$ cat config.mk
export PLATFORM = sky130hd
export DESIGN_NAME = cpu_ctrl_fsm
export DESIGN_NICKNAME = d
export VERILOG_FILES = /design/src/rtl/cpu_ctrl_fsm_pkg.sv /design/src/rtl/cpu_ctrl_fsm_perf_counter.sv /design/src/rtl/cpu_ctrl_fsm.sv
export SDC_FILE = /design/constraint.sdc
export NUM_CORES = 1
export LEC_CHECK = 0
export ABC_CLOCK_PERIOD_IN_PS = 4800
export CAP_MARGIN = 10
export CORE_ASPECT_RATIO = 0.7
export CORE_UTILIZATION = 30
export DETAILED_ROUTE_END_ITERATION = 6
export PLACE_DENSITY = 0.59
export SLEW_MARGIN = 10
export SYNTH_ARGS = -nofsm -noshare
export SYNTH_HDL_FRONTEND = slang
export SYNTH_HIERARCHICAL = 1
export SYNTH_SLANG_ARGS = --single-unit
$ cat constraint.sdc
create_clock -name clk -period 4.8 [get_ports clk]
set_input_delay 0.72 -clock clk [delete_from_list [all_inputs] [get_ports clk]]
set_output_delay 0.72 -clock clk [all_outputs]
set_load 0.05 [all_outputs]
$ cat src/rtl/cpu_ctrl_fsm_pkg.sv
// Shared types and constants for the dCPU multi-cycle control sequencer.
package cpu_ctrl_fsm_pkg;

    typedef enum logic [2:0] {
        CtrlRst  = 3'd0,
        CtrlIf   = 3'd1,
        CtrlId   = 3'd2,
        CtrlEx   = 3'd3,
        CtrlMem  = 3'd4,
        CtrlWb   = 3'd5,
        CtrlHalt = 3'd6
    } ctrl_state_e;

    localparam logic PC_SEL_SEQ = 1'b0;
    localparam logic PC_SEL_ALU = 1'b1;

    // Decoder flags captured in ID; the halt flag is acted on directly in ID and never stored.
    typedef struct packed {
        logic reg_we;
        logic is_load;
        logic is_store;
        logic is_branch;
        logic is_jump;
    } dec_flags_t;

    // Cycles spent anywhere other than reset or halt count as active.
    function automatic logic is_active(ctrl_state_e s);
        return (s != CtrlRst) && (s != CtrlHalt);
    endfunction

endpackage

$ cat src/rtl/cpu_ctrl_fsm_perf_counter.sv
// Free-running performance counter with synchronous active-low clear and increment enable.
module perf_counter #(
    parameter int unsigned CNT_W = 32
) (
    input  logic             clk_i,
    input  logic             clr_ni,
    input  logic             en_i,
    output logic [CNT_W-1:0] count_o
);

    logic [CNT_W-1:0] count_q;

    // Wraps modulo 2^CNT_W; no saturation.
    always_ff @(posedge clk_i) begin
        if (!clr_ni) begin
            count_q <= '0;
        end else if (en_i) begin
            count_q <= count_q + CNT_W'(1);
        end
    end

    assign count_o = count_q;

endmodule

$ cat src/rtl/cpu_ctrl_fsm.sv
// Multi-cycle IF/ID/EX/MEM/WB sequencer for the dCPU core with perf counters and a
// data-memory watchdog that halts the core on a hung bus.
module cpu_ctrl_fsm
    import cpu_ctrl_fsm_pkg::*;
#(
    parameter int unsigned MEM_TIMEOUT = 255,
    parameter int unsigned CNT_W       = 32
) (
    input  logic             clk,
    input  logic             rst_n,
    input  logic             fetch_ack,
    input  logic             dec_reg_we,
    input  logic             dec_is_load,
    input  logic             dec_is_store,
    input  logic             dec_is_halt,
    input  logic             dec_is_branch,
    input  logic             dec_is_jump,
    input  logic             br_taken,
    input  logic             mem_ack,
    output logic             fetch_req,
    output logic             ir_we,
    output logic             mem_req,
    output logic             mem_we,
    output logic             rf_we,
    output logic             pc_we,
    output logic             pc_sel,
    output logic             halted,
    output logic             timeout_err,
    output logic [CNT_W-1:0] cycle_cnt,
    output logic [CNT_W-1:0] instret
);

    localparam int unsigned WaitW = (MEM_TIMEOUT > 1) ? $clog2(MEM_TIMEOUT + 1) : 1;

    ctrl_state_e      state_q, state_d;
    dec_flags_t       flags_q;
    logic             taken_q;
    logic             timeout_err_q;
    logic [WaitW-1:0] wait_q, wait_d;
    logic             timeout_hit;

    // Limit reached when this ack-less MEM cycle brings the wait count up to MEM_TIMEOUT.
    assign timeout_hit = (MEM_TIMEOUT != 0) && (state_q == CtrlMem) && !mem_ack &&
                         ((32'(wait_q) + 32'd1) == MEM_TIMEOUT);

    always_ff @(posedge clk) begin
        if (!rst_n) begin
            state_q       <= CtrlRst;
            flags_q       <= '0;
            taken_q       <= 1'b0;
            wait_q        <= '0;
            timeout_err_q <= 1'b0;
        end else begin
            state_q <= state_d;
            wait_q  <= wait_d;
            if (state_q == CtrlId) begin
                flags_q <= '{reg_we:    dec_reg_we,
                             is_load:   dec_is_load,
                             is_store:  dec_is_store,
                             is_branch: dec_is_branch,
                             is_jump:   dec_is_jump};
            end
            if (state_q == CtrlEx) begin
                taken_q <= flags_q.is_branch & br_taken;
            end
            if (timeout_hit) begin
                timeout_err_q <= 1'b1;
            end
        end
    end

    always_comb begin
        state_d   = state_q;
        wait_d    = '0;
        fetch_req = 1'b0;
        ir_we     = 1'b0;
        mem_req   = 1'b0;
        mem_we    = 1'b0;
        rf_we     = 1'b0;
        pc_we     = 1'b0;
        pc_sel    = PC_SEL_SEQ;
        halted    = 1'b0;
        unique case (state_q)
            CtrlRst: state_d = CtrlIf;
            CtrlIf: begin
                // IR is rewritten every IF cycle; the capture on the ack edge is the one that sticks.
                fetch_req = 1'b1;
                ir_we     = 1'b1;
                if (fetch_ack) state_d = CtrlId;
            end
            CtrlId: state_d = dec_is_halt ? CtrlHalt : CtrlEx;
            CtrlEx: state_d = (flags_q.is_load || flags_q.is_store) ? CtrlMem : CtrlWb;
            CtrlMem: begin
                mem_req = 1'b1;
                mem_we  = flags_q.is_store;
                if (mem_ack) begin
                    state_d = CtrlWb;
                end else begin
                    wait_d = wait_q + WaitW'(1);
                    if (timeout_hit) state_d = CtrlHalt;
                end
            end
            CtrlWb: begin
                rf_we   = flags_q.reg_we & ~flags_q.is_store;
                pc_we   = 1'b1;
                pc_sel  = flags_q.is_jump | (flags_q.is_branch & taken_q);
                state_d = CtrlIf;
            end
            CtrlHalt: halted = 1'b1;
            default:  state_d = CtrlRst;
        endcase
    end

    assign timeout_err = timeout_err_q;

    perf_counter #(
        .CNT_W(CNT_W)
    ) u_cycle_cnt (
        .clk_i  (clk),
        .clr_ni (rst_n),
        .en_i   (is_active(state_q)),
        .count_o(cycle_cnt)
    );

    perf_counter #(
        .CNT_W(CNT_W)
    ) u_instret (
        .clk_i  (clk),
        .clr_ni (rst_n),
        .en_i   (state_q == CtrlWb),
        .count_o(instret)
    );

endmodule
==> metrics.md <==
| Metric | Value |
|---|---|
| Synth Warn # | 6 |
| Clock Tree Buf Depth | 2 |
| Vias per std cell | a little over 5 |
| Sink Count | 82 |
| Largest fanout on the critical path | 13 |
| GPL Wtd Cong | 0.786 |
| Final Cell Area | about 0.0053 mm² |
| Initial Util | 0.308 |
| RSZ-0062 raised after global routing | no |
| Worst Setup End Kind | output pin |
| Register area share after synthesis | 0.405 |
| Skew-Pair Late Insertion Delay | 0.33 ns |
| Cts hold-fix bufs | 0 |
| Ys async rst share | 0 |
| Family with the most delay on the worst path | buffers and inverters |
| PortBufs | 83 |
| Critical path class | flip-flop to output pin |
| Nets@finish | 540 |
| Die Height | 99.3 µm |
| Worst-path clk slew | 0.06 ns |
| Number of antenna violations at the first check in global routing | 0 |
| R2r setup slk | between 2 and 2.5 ns |
| Initial DRT Pass Iterations | 4 |
| Grt total ovfl | 0 |
| TritonCTS clock tree | built |
| Post-synth top area share | 0.405 |
| Core Area | 0.0132 mm² |
| Syn avg cell area | 8.84 µm² |
| Max Clk Rate | 0.340 GHz |
| Sequential cell area | 0.00164 mm² |
| Setup Total Neg Slack | 0 ns |
| Status | completed |
| Critical path, cell by cell | nand3b_1 -> inv_1 -> clkdlybuf4s50_1 |
| Synth Instances | 459 |
| Clock tree root buffer cell | clkbuf_16 |
| Post-layout min period | 2.94 ns |
| Setup bufs post-CTS | 0 |
| Final Max Tran Viols | 0 |
| # DRC | 0 |
| Max-cap violation count | 0 |
| Setup Viol. Count Final | 0 |
| Layout cells sized above 1 | 0.0623 |
| Resized cells post-CTS | 0 |
| Die area | 0.0140 mm² |
| WP data required | 4.08 ns |
| Crit path largest cell delay | 0.87 ns |
| Post-synth cell types | 51 |
| Die X | 141 µm |
| Fill count | 1284 |
| Final HPWL DP | 7.21 mm |
| Post-synth EDFFs | 0 |
| Number of core rows | 35 |
| Area after DPL | 0.00496 mm² |
| Period Utilization, post-route | 0.612 |
| CTS buffer count | 9 |
| Diodes inserted | 0 |
| Vias in the first global route | ~3300 |
| Crit start category | flip-flop |
| Endpoints failing hold | 0 |
| Final ANT Viol Nets | 0 |
| Worst hold path type | flip-flop to flip-flop |
| Area grow syn2layout | 30.3% |
| Multi-input gate area | 0.00221 mm² |
| Post-synthesis register bit count | 82 |
| Post-synth top area cell | dfxtp_1 |
| H-tree depth reported by CTS | 3 |
| Top cells by area, synth | dfxtp_1 (40%), xor2_1 (4.7%), nand2b_1 (4.0%) |
| Cell area power density | 298 mW/mm² |
| Syn_nets | 474 |
| Via Count | 3610 |
| WP buf/inv | 2 |
| Leak Pwr | 1.72 nW |
| Total GRT Usage | 0.147 |
| Pin count of the biggest net entering global routing | 59 |
| Critical Path Slowest Stage Cell | clkdlybuf4s50_1 |
| 1st-iter DRT viols | 254 |
| WL/cell | 14.2 µm |
| IO Count | 84 |
| Synth Flop Type | dfxtp_1 |
| Worst-case clock skew | 0.00671 ns |
| WP data arrival | 2.22 ns |
| Synth top cells by count | dfxtp_1 (82), nor2_1 (38), nand2_1 (33) |
| Post-Syn Area | 0.00406 mm² |
| Routed WL | 10.1 mm |
| First-pass GRT wire length | 16.5 mm |
| Peak supply drop | around 0.00015 V |
| Slew Limit Headroom | 0.348 |
| Tightest Pin Transition | 0.979 ns |
| Count leader, synth | dfxtp_1 |
==> report_power, final <==
part,internal [mW],switching [mW],total [mW]
Combinational,0.0454,0.0754,0.121
Sequential,0.690,0.0134,0.703
Clock,0.460,0.290,0.750
==> placed cells by master, fill, tap and decap left out, drive strengths merged, types with 17 or more instances in the layout <==
master	Yosys	layout
a21oi	19	19
clkdlybuf4s50	0	82
dfxtp	82	82
inv	15	17
nand2	33	33
nand2b	26	26
nand3	21	21
nand4	24	24
nor2	39	39
xor2	22	22
==> worst min-delay path, stage by stage, from the launching register on <==
cell	delay (ns)
dfxtp_1	0.32
nand2_1	0.05
mux2i_1	0.05
==> per-layer routing <==
| layer | track usage | routed length, µm |
|---|---|---|
| met2 | 0.217 | 4430 |
| met5 | 0 | 0 |
| met3 | 0.0337 | 373 |
| met1 | 0.209 | 5200 |
| met4 | 0.0485 | 129 |
==> sequential cells by signal (all words and copies together) (netlist names) <==
register	flops
timeout_err	1
flags_q	5
taken_q	1
u_instret/count_o	32
u_cycle_cnt/count_o	32
state_q	3
wait_q	8
==> through the flow <==
step / power, mW / setup slack, ns / hold WS [ns] / std cells / util
global placement: 0.837 / 2.23 / 0.450 / 699 / 0.376
global route: 1.64 / 1.76 / 0.474 / 715 / 0.401
CTS: 1.60 / 1.87 / 0.470 / 715 / 0.401
detailed placement: 0.840 / 2.15 / 0.461 / 699 / 0.376
finish: 1.57 / 1.86 / 0.470 / 715 / 0.401
floorplan: 0.805 / 2.25 / 0.437 / 459 / -
==> layout make-up <==
type / instances / share of cell area
Clock buffer: 9 / 0.0426
Clock inverter: 7 / 0.0192
Inverter: 15 / 0.0106
Multi-Input combinational cell: 334 / 0.417
Sequential cell: 82 / 0.310
Tap cell: 185 / 0.0438
Timing Repair Buffer: 83 / 0.156
==> final timing paths <==
path                                         startpoint                      end  cells past startpoint
worst max-delay path                         state_q[1]                    pc_we                      3
worst min-delay path            u_cycle_cnt/count_o[31]  u_cycle_cnt/count_o[31]                      2
worst max register to register               state_q[1]    u_instret/count_o[22]                      6
worst min register to register  u_cycle_cnt/count_o[31]  u_cycle_cnt/count_o[31]                      2
==> kinds of logic (layout without fill, tap and decap cells) <==
family | count (synthesis) | count (layout) | synth area share
fa+ha+maj | 4 | 4 | 0.0123
xor+xnor | 32 | 32 | 0.0691
compound gates | 74 | 74 | 0.137
flops | 82 | 82 | 0.405
mux | 14 | 14 | 0.0345
buf+inv | 43 | 114 | 0.0518
simple gates | 210 | 210 | 0.291
Note: power is estimated with default switching activity, not from simulation.
